--- src/rtl/uart_tx_arbiter_pkg.sv ---
// Shared constants and types for the UART TX arbiter: FSM states, requester
// indices, byte counts and the round-robin pointer helper.
package uart_tx_arbiter_pkg;

  localparam int NUM_REQ  = 3;
  localparam int REQ_ALU  = 0;
  localparam int REQ_RF   = 1;
  localparam int REQ_STAT = 2;

  localparam logic [1:0] BYTES_NONE = 2'd0;
  localparam logic [1:0] BYTES_ONE  = 2'd1;
  localparam logic [1:0] BYTES_TWO  = 2'd2;

  localparam logic [1:0] PTR_RESET = 2'd0;

  typedef enum logic [1:0] {
    IDLE      = 2'd0,
    SEND      = 2'd1,
    WAIT_ACK  = 2'd2,
    WAIT_FREE = 2'd3
  } txarb_state_e;

  // Index of the requester that follows the one-hot winner, wrapping 2->0.
  function automatic logic [1:0] next_ptr(input logic [NUM_REQ-1:0] winner);
    if (winner[REQ_ALU])     return 2'd1;
    else if (winner[REQ_RF]) return 2'd2;
    else                     return 2'd0;
  endfunction

endpackage

--- src/rtl/uart_tx_arbiter_req_picker.sv ---
// Combinational one-hot winner selection over the three response sources.
// TXARB_ROUND_ROBIN_EN selects round-robin from ptr; otherwise ALU > RF > STAT.
module txarb_req_picker
  import uart_tx_arbiter_pkg::*;
(
  input  logic [NUM_REQ-1:0] req,
`ifdef TXARB_ROUND_ROBIN_EN
  input  logic [1:0]         ptr,
`endif
  output logic [NUM_REQ-1:0] winner
);

`ifdef TXARB_ROUND_ROBIN_EN
  logic [1:0] idx;
  logic       found;

  // Scan from ptr upward, wrapping, and keep the first requester hit.
  always_comb begin
    winner = '0;
    found  = 1'b0;
    idx    = ptr;
    for (int k = 0; k < NUM_REQ; k++) begin
      idx = 2'((32'(ptr) + k) % NUM_REQ);
      if (!found && req[idx]) begin
        winner[idx] = 1'b1;
        found       = 1'b1;
      end
    end
  end
`else
  always_comb begin
    winner = '0;
    if (req[REQ_ALU])       winner[REQ_ALU]  = 1'b1;
    else if (req[REQ_RF])   winner[REQ_RF]   = 1'b1;
    else if (req[REQ_STAT]) winner[REQ_STAT] = 1'b1;
  end
`endif

endmodule

--- src/rtl/uart_tx_arbiter.sv ---
// Shares the UART TX byte path between ALU, register-file and status responses.
// Optional build macro TXARB_ROUND_ROBIN_EN enables round-robin arbitration.
module uart_tx_arbiter
  import uart_tx_arbiter_pkg::*;
#(
  parameter int DATA_WIDTH   = 8,
  parameter int BUSY_TIMEOUT = 64
) (
  input  logic                    TxArb_CLK,
  input  logic                    TxArb_RST,
  input  logic [NUM_REQ-1:0]      TxArb_Req,
  input  logic [2*DATA_WIDTH-1:0] TxArb_ALU_Data,
  input  logic [DATA_WIDTH-1:0]   TxArb_RF_Data,
  input  logic [DATA_WIDTH-1:0]   TxArb_Stat_Data,
  input  logic                    TxArb_Busy,
  output logic [NUM_REQ-1:0]      TxArb_Grant,
  output logic [DATA_WIDTH-1:0]   TxArb_TX_Pdata,
  output logic                    TxArb_TX_Data_Valid,
  output logic                    TxArb_Done,
  output logic                    TxArb_Timeout
);

  localparam int              CNT_W    = $clog2(BUSY_TIMEOUT);
  localparam logic [CNT_W-1:0] CNT_LAST = CNT_W'(BUSY_TIMEOUT - 1);

  txarb_state_e              state_q, state_d;
  logic [2*DATA_WIDTH-1:0]   shift_q, shift_d;
  logic [1:0]                bytes_q, bytes_d;
  logic [CNT_W-1:0]          cnt_q, cnt_d;
  logic [NUM_REQ-1:0]        grant_q, grant_d;
  logic [DATA_WIDTH-1:0]     pdata_q, pdata_d;
  logic                      valid_q, valid_d;
  logic                      done_q, done_d;
  logic                      timeout_q, timeout_d;
  logic [NUM_REQ-1:0]        winner;

`ifdef TXARB_ROUND_ROBIN_EN
  logic [1:0]                ptr_q, ptr_d;
`endif

  txarb_req_picker u_picker (
    .req    (TxArb_Req),
`ifdef TXARB_ROUND_ROBIN_EN
    .ptr    (ptr_q),
`endif
    .winner (winner)
  );

  always_comb begin
    // NOTE: every variable gets its hold/idle value first so no path through
    // the case below can leave one unassigned and infer a latch.
    state_d   = state_q;
    shift_d   = shift_q;
    bytes_d   = bytes_q;
    cnt_d     = cnt_q;
    grant_d   = '0;
    pdata_d   = pdata_q;
    valid_d   = valid_q;
    done_d    = 1'b0;
    timeout_d = 1'b0;
`ifdef TXARB_ROUND_ROBIN_EN
    ptr_d     = ptr_q;
`endif

    case (state_q)
      IDLE: begin
        if (TxArb_Req != '0 && !TxArb_Busy) begin
          grant_d = winner;
          state_d = SEND;
`ifdef TXARB_ROUND_ROBIN_EN
          ptr_d   = next_ptr(winner);
`endif
          if (winner[REQ_ALU]) begin
            shift_d = TxArb_ALU_Data;
            bytes_d = BYTES_TWO;
          end else if (winner[REQ_RF]) begin
            shift_d = {{DATA_WIDTH{1'b0}}, TxArb_RF_Data};
            bytes_d = BYTES_ONE;
          end else begin
            shift_d = {{DATA_WIDTH{1'b0}}, TxArb_Stat_Data};
            bytes_d = BYTES_ONE;
          end
        end
      end

      SEND: begin
        pdata_d = shift_q[DATA_WIDTH-1:0];
        valid_d = 1'b1;
        cnt_d   = '0;
        state_d = WAIT_ACK;
      end

      WAIT_ACK: begin
        if (cnt_q != CNT_LAST) cnt_d = cnt_q + 1'b1;
        // Busy takes precedence over an expiring counter in the same cycle.
        if (TxArb_Busy) begin
          valid_d = 1'b0;
          state_d = WAIT_FREE;
        end else if (cnt_q == CNT_LAST) begin
          valid_d   = 1'b0;
          timeout_d = 1'b1;
          bytes_d   = BYTES_NONE;
          state_d   = IDLE;
        end
      end

      WAIT_FREE: begin
        if (!TxArb_Busy) begin
          if (bytes_q == BYTES_TWO) begin
            shift_d = shift_q >> DATA_WIDTH;
            bytes_d = BYTES_ONE;
            state_d = SEND;
          end else begin
            bytes_d = BYTES_NONE;
            done_d  = 1'b1;
            state_d = IDLE;
          end
        end
      end

      default: state_d = IDLE;
    endcase
  end

  // NOTE: sequential state uses non-blocking assignments so every register
  // samples the pre-edge values, independent of statement order.
  always_ff @(posedge TxArb_CLK) begin
    if (!TxArb_RST) begin
      state_q   <= IDLE;
      shift_q   <= '0;
      bytes_q   <= BYTES_NONE;
      cnt_q     <= '0;
      grant_q   <= '0;
      pdata_q   <= '0;
      valid_q   <= 1'b0;
      done_q    <= 1'b0;
      timeout_q <= 1'b0;
`ifdef TXARB_ROUND_ROBIN_EN
      ptr_q     <= PTR_RESET;
`endif
    end else begin
      state_q   <= state_d;
      shift_q   <= shift_d;
      bytes_q   <= bytes_d;
      cnt_q     <= cnt_d;
      grant_q   <= grant_d;
      pdata_q   <= pdata_d;
      valid_q   <= valid_d;
      done_q    <= done_d;
      timeout_q <= timeout_d;
`ifdef TXARB_ROUND_ROBIN_EN
      ptr_q     <= ptr_d;
`endif
    end
  end

  assign TxArb_Grant         = grant_q;
  assign TxArb_TX_Pdata      = pdata_q;
  assign TxArb_TX_Data_Valid = valid_q;
  assign TxArb_Done          = done_q;
  assign TxArb_Timeout       = timeout_q;

endmodule

--- config.mk ---
export PLATFORM = sky130hd
export DESIGN_NAME = uart_tx_arbiter
export DESIGN_NICKNAME = d
export VERILOG_FILES = /design/src/rtl/uart_tx_arbiter_pkg.sv /design/src/rtl/uart_tx_arbiter_req_picker.sv /design/src/rtl/uart_tx_arbiter.sv
export SDC_FILE = /design/constraint.sdc
export NUM_CORES = 1
export LEC_CHECK = 0
export ABC_AREA = 0
export ABC_CLOCK_PERIOD_IN_PS = 1900
export CORE_MARGIN = 5
export CORE_UTILIZATION = 43
export CTS_CLUSTER_SIZE = 30
export DETAILED_ROUTE_END_ITERATION = 7
export PLACE_DENSITY = 0.75
export REMOVE_ABC_BUFFERS = 1
export SYNTH_ARGS = -nofsm -noshare
export SYNTH_HDL_FRONTEND = slang
export SYNTH_SLANG_ARGS = --single-unit
--- constraint.sdc ---
create_clock -name TxArb_CLK -period 1.9 [get_ports TxArb_CLK]
set_clock_uncertainty 0.1 [all_clocks]
set_input_delay 0.38 -clock TxArb_CLK [delete_from_list [all_inputs] [get_ports TxArb_CLK]]
set_output_delay 0.38 -clock TxArb_CLK [all_outputs]
set_load 0.02 [all_outputs]
* After elaboration in Yosys (flattened, before gate mapping)
Cells that the tools add are included.
Storage, ports and cells: register bits after elaboration 40, logic and storage cells 72, input port bits 38
Operators by class: muxes and demuxes 27, equal/unequal tests 13, bitwise gates (word level) 5, add/subtract/negate cells 1, reductions and logical operators 16
Operators by type and width (count):
- 16-bit 2-to-1 mux | 4
- 16-bit one-hot mux with 2 select lines | 1
- 2-bit 2-to-1 mux | 7
- 2-bit inequality test (second input constant) | 6
- 6-bit one-hot mux with 2 select lines | 1
- 1-bit 2-to-1 mux | 9
- 8-bit 2-to-1 mux | 1
- 2-bit one-hot mux with 4 select lines | 1
- 6-bit by 1-bit adder with 6-bit output (second input constant) | 1
- 2-bit == test (second input constant) | 3
- 6-bit == test (second input constant) | 1
- 6-bit 2-to-1 mux | 1
- 6-bit inequality test (second input constant) | 1
- 2-bit one-hot mux with 3 select lines | 1
- 3-bit AND reduction | 2
- 3-bit nonzero test | 2
- 3-bit OR reduction | 2
- 1-bit inverter | 5
- 5-bit AND reduction | 1
- 5-bit OR reduction | 1
- 2-bit AND reduction | 2
- 4-bit AND reduction | 1
- 2-bit nonzero test | 2
- 3-bit inequality test (second input constant) | 1
- other kinds (5) | 5

* Logic depth before layout (Yosys ltp)
word-level depth 6, depth in mapped cells 8, depth with buffers taken out 6

* Modules after synthesis
A second synthesis with hierarchy kept.
Second synthesis, totals: cells, all modules 219, area total of the unflattened synthesis 1969.4 um^2
By module, submodules not included:
- uart_tx_arbiter | sequential area each 800.8 um^2, cells an instance 216, area an instance 1943.1 um^2, instances 1
- txarb_req_picker | sequential area each 0.0 um^2, cells an instance 3, area an instance 26.3 um^2, instances 1

* Worst setup path before layout
Ideal clock, no wire load.
path type flip-flop to flip-flop, start point register state_q[0], end point register shift_q[4], required time 1.682 ns, stages on the path, launching flop included 8, slack 0.054 ns, arrival 1.627 ns, path buffers 1, path through dfxtp_1 > inv_1 > ha_1 > or4b_4 > o211a_4 > buf_6 > o21ai_1 > a21oi_1
Between the ends: longest elaborated chain between the ends 3, elaborated cells on any way between the ends 8, those cells by class eq/ne: 4; mux: 1; reduce/logical: 3
RTL lines:
- start: declaration | RTL line uart_tx_arbiter.sv:26 | txarb_state_e state_q, state_d;
- start signal: assignment | RTL line uart_tx_arbiter.sv:142 | state_q <= state_d;
- 2-bit == test or 2-bit zero test (tied branches) | RTL line uart_tx_arbiter.sv:65 | case (state_q)
- 2-bit inequality test (no source line) or 2-bit nonzero test (tied branches)
- 4-bit AND reduction (no source line)
- end signal: assignment | RTL line uart_tx_arbiter.sv:143 | shift_q <= shift_d;
- end: declaration | RTL line uart_tx_arbiter.sv:27 | logic [2*DATA_WIDTH-1:0] shift_q, shift_d;
Several ways; a longest one is shown, not always the timed one. A chain may end at the register's enable or synchronous reset.

* Final worst setup path
start point register state_q[1], end point register state_q[0]
Between the ends: longest elaborated chain between the ends 3, elaborated cells on any way between the ends 9, those cells by class eq/ne: 6; mux: 1; reduce/logical: 2
RTL lines (RTL line):
- 2-bit == test or 2-bit zero test (tied branches) | uart_tx_arbiter.sv:65
- 3-bit inequality test (no source line) or 2-bit inequality test (tied branches)
- 3-bit AND reduction (no source line)
Several ways; a longest one is shown, not always the timed one.

==> reports/qor.csv <==
metric;value;unit
first-pass GRT wire length;7.81;mm
clock tree buffer depth;2;
CP Capture Type;flop;
flop-to-flop setup slack;0.02;ns
dpl hpwl;3.47;mm
Critical R2R Capture;state_q[0]$_SDFFE_PN0P_;
Max rail drop VDD;0.469;mV
dpl ws;-0.237;ns
Crit path largest cell delay;0.54;ns
post-synthesis cell type count;43;
DRC errors left;0;
Max Slew Vio Count;0;
Area Overhead vs Synth;43.3;%
CTS Sinks;40;
Post-synth EDFFs;0;
worst r2r path cells;6;
fin crit period;1.88;ns
ANT cells;0;
Setup CP Type;reg2reg;
top cell type's share of synthesized area;40.9;%
Slew headroom;78.9;%
outcome;finished clean;
most frequent cells in the layout;clkdlybuf4s50_1 (51), dfxtp_1 (40), mux2i_1 (25);
final setup fails;0;
cell taking the most area after synthesis;dfxtp_1;
cts bufs inserted;5;
layout net count;330;
fin crit share;98.9;%
DRT antenna net count;0;
Ports;52;
final worst setup slack;0.0216;ns
P_leak;1.08;nW
Yosys reg bits;40;
via count;1784;
Fin. Hold Viols;0;
Starting Density;44.6;%
Synth Flop Type;dfxtp_1;
dpl cell area;0.00260;mm²
routed wire length per instance;14.8;µm
clock root cell;clkbuf_8;
Critical Path Source Type;flop;
Initial DRC Count;106;
worst hold endpoint;shift_q[14]$_SDFFE_PN0P_;
Synth warnings;0;
Vert. Die Dim;77.4;µm
Port Buffer Count;51;
Peak Freq;0.532;GHz
worst min-delay path category;reg2reg;
Initial DRT Pass Iterations;4;
gr busiest metal;met2;
hold-fix buffers at CTS;0;
most common cell after layout, fill and taps aside;clkdlybuf4s50_1;
slew of the pin with the lowest slew margin;0.314;ns
core area;0.00438;mm²
H-tree levels;2;
Hold Crit Start;shift_q[14]$_SDFFE_PN0P_;
Mapped Cells;223;
Syn Area/Cell;8.77;µm²
Die X;77.4;µm
die area;0.00600;mm²
GRT Total Usage;15.8;%
FFs w/ async S/R, synth;0;%
power per cell area;882;mW/mm²
GR Overflow Total;0;
M3 GR Usage;4.05;%
main area contributors after synthesis;dfxtp_1 (41%), mux2i_1 (13%), a21oi_1 (5.9%), nand2_1 (4.6%), o21ai_0 (4.4%);
clk_lat worst skew;0.29;ns
average vias per placed instance;5.26;
met2 GRT Util;26.4;%
post-route cell area;0.00280;mm²
Clock Pin Slew Worst Setup and Hold Paths;0.08;ns
postcts setup bufs;0;
met1 Usage GRT;19.5;%
critical path's slowest cell;or4b_4;
largest net degree at the start of global routing;25;
number of global-route vias before repair;1733;
Crit path arrival time;2.00;ns
Worst Path Max Fanout;6;
RR Startpoint;state_q[1]$_SDFFE_PN0P_;
total wire length;5.03;mm
max cap viols;0;
initial antenna violation count;0;
mapped cell area;0.00196;mm²
CTS tree;yes;
crit-path cells;inv_2 > ha_4 > or4b_4 > and2_4 > o211a_1 > a211oi_2;
worst hold path depth;2;
GP Congestion;0.864;
layout cells sized above 1;16.4;%
total power;2.47;mW
RSZ-0062 raised after global routing;true;
Required @ worst endpoint;2.02;ns
TNS Setup;0;ns
FP Rows;24;
sequential-to-total area share from yosys stat;40.9;%
## stage by stage
stage	util [%]	std cells	hold slack [ns]
5_1_grt	63.9	339	0.375
6_report	63.9	339	0.358
3_3_place_gp	59.3	330	0.337
3_5_place_dp	59.3	330	0.346
4_1_cts	61.9	338	0.357
2_1_floorplan	-	207	0.322
## metal layers
metal	vias to the layer above	share of wire [%]
li1	921	-
met1	819	46
met2	39	49
met3	5	4.3
met4	0	1.3
met5	-	0
## worst max path at each step
stage	start	endpoint	slack (ns)	depth (start not counted)
3_5_place_dp	TxArb_Req[0]	shift_q[2]$_SDFFE_PN0P_	-0.24	5
3_3_place_gp	TxArb_Req[0]	shift_q[2]$_SDFFE_PN0P_	-0.21	5
2_1_floorplan	state_q[1]$_SDFFE_PN0P_	shift_q[10]$_SDFFE_PN0P_	0.02	5
4_1_cts	state_q[0]$_SDFFE_PN0P_	shift_q[2]$_SDFFE_PN0P_	0.004	6
6_report	state_q[1]$_SDFFE_PN0P_	state_q[0]$_SDFFE_PN0P_	0.02	6
5_1_grt	state_q[1]$_SDFFE_PN0P_	shift_q[1]$_SDFFE_PN0P_	-0.04	6
## registers in the layout, summed over array words and instances, names as in the netlist
| register | flops |
|---|---|
| TxArb_TX_Pdata | 8 |
| cnt_q | 6 |
| shift_q | 16 |
| state_q | 2 |
| TxArb_Grant | 3 |
| TxArb_Done | 1 |
| bytes_q | 2 |
| TxArb_Timeout | 1 |
| TxArb_TX_Data_Valid | 1 |
## Yosys cell counts, types with 2 or more instances
master,instances
inv_1,7
and4_1,2
nand3_1,11
a311oi_1,2
nand2_1,24
clkbuf_1,10
a21oi_1,23
buf_6,2
nor2b_1,4
dfxtp_1,40
o21ai_1,5
nor2_1,13
and3_1,3
ha_1,6
buf_2,3
mux2i_1,25
o21ai_0,17
## kinds of logic (layout without fill, tap and decap cells)
kind of cell / Yosys count / count (layout) / share of synthesized area (%)
XOR/XNOR: 1 / 1 / 0.448
flip-flops: 40 / 40 / 40.9
AND/OR/NAND/NOR: 70 / 70 / 18.2
AO/OA/AOI/OAI: 58 / 59 / 18.3
adder cells (fa/ha/maj): 6 / 6 / 3.84
multiplexers: 25 / 25 / 12.8
buffers and inverters: 23 / 86 / 5.44
## critical path: cells and delay by family (launching register included)
kind            cells  cell delay [ns]
flops               1             0.39
simple gates        2             0.73
fa+ha+maj           1             0.17
compound gates      2             0.30
buf+inv             1             0.11
## repair_timing
action                                  CTS  global route
hold endpoints to repair                  0             0
endpoints found under the setup margin    0            19
resized for setup                         0            18
## layout make-up
cell class                 count  area (µm²)
tap                           52        65.1
inverter                       7        26.3
multi-input combinational    161        1140
timing repair buffer          71         661
clock buffer                   5        68.8
sequential                    40         801
clock inverter                 3        42.5
fill                         379        1580
## where the power goes
group	internal (mW)	switching (mW)	total, mW
logic	0.388	0.391	0.779
clock network	0.389	0.304	0.693
registers	0.939	0.0610	1.00
(Power assumes the default switching activity.)
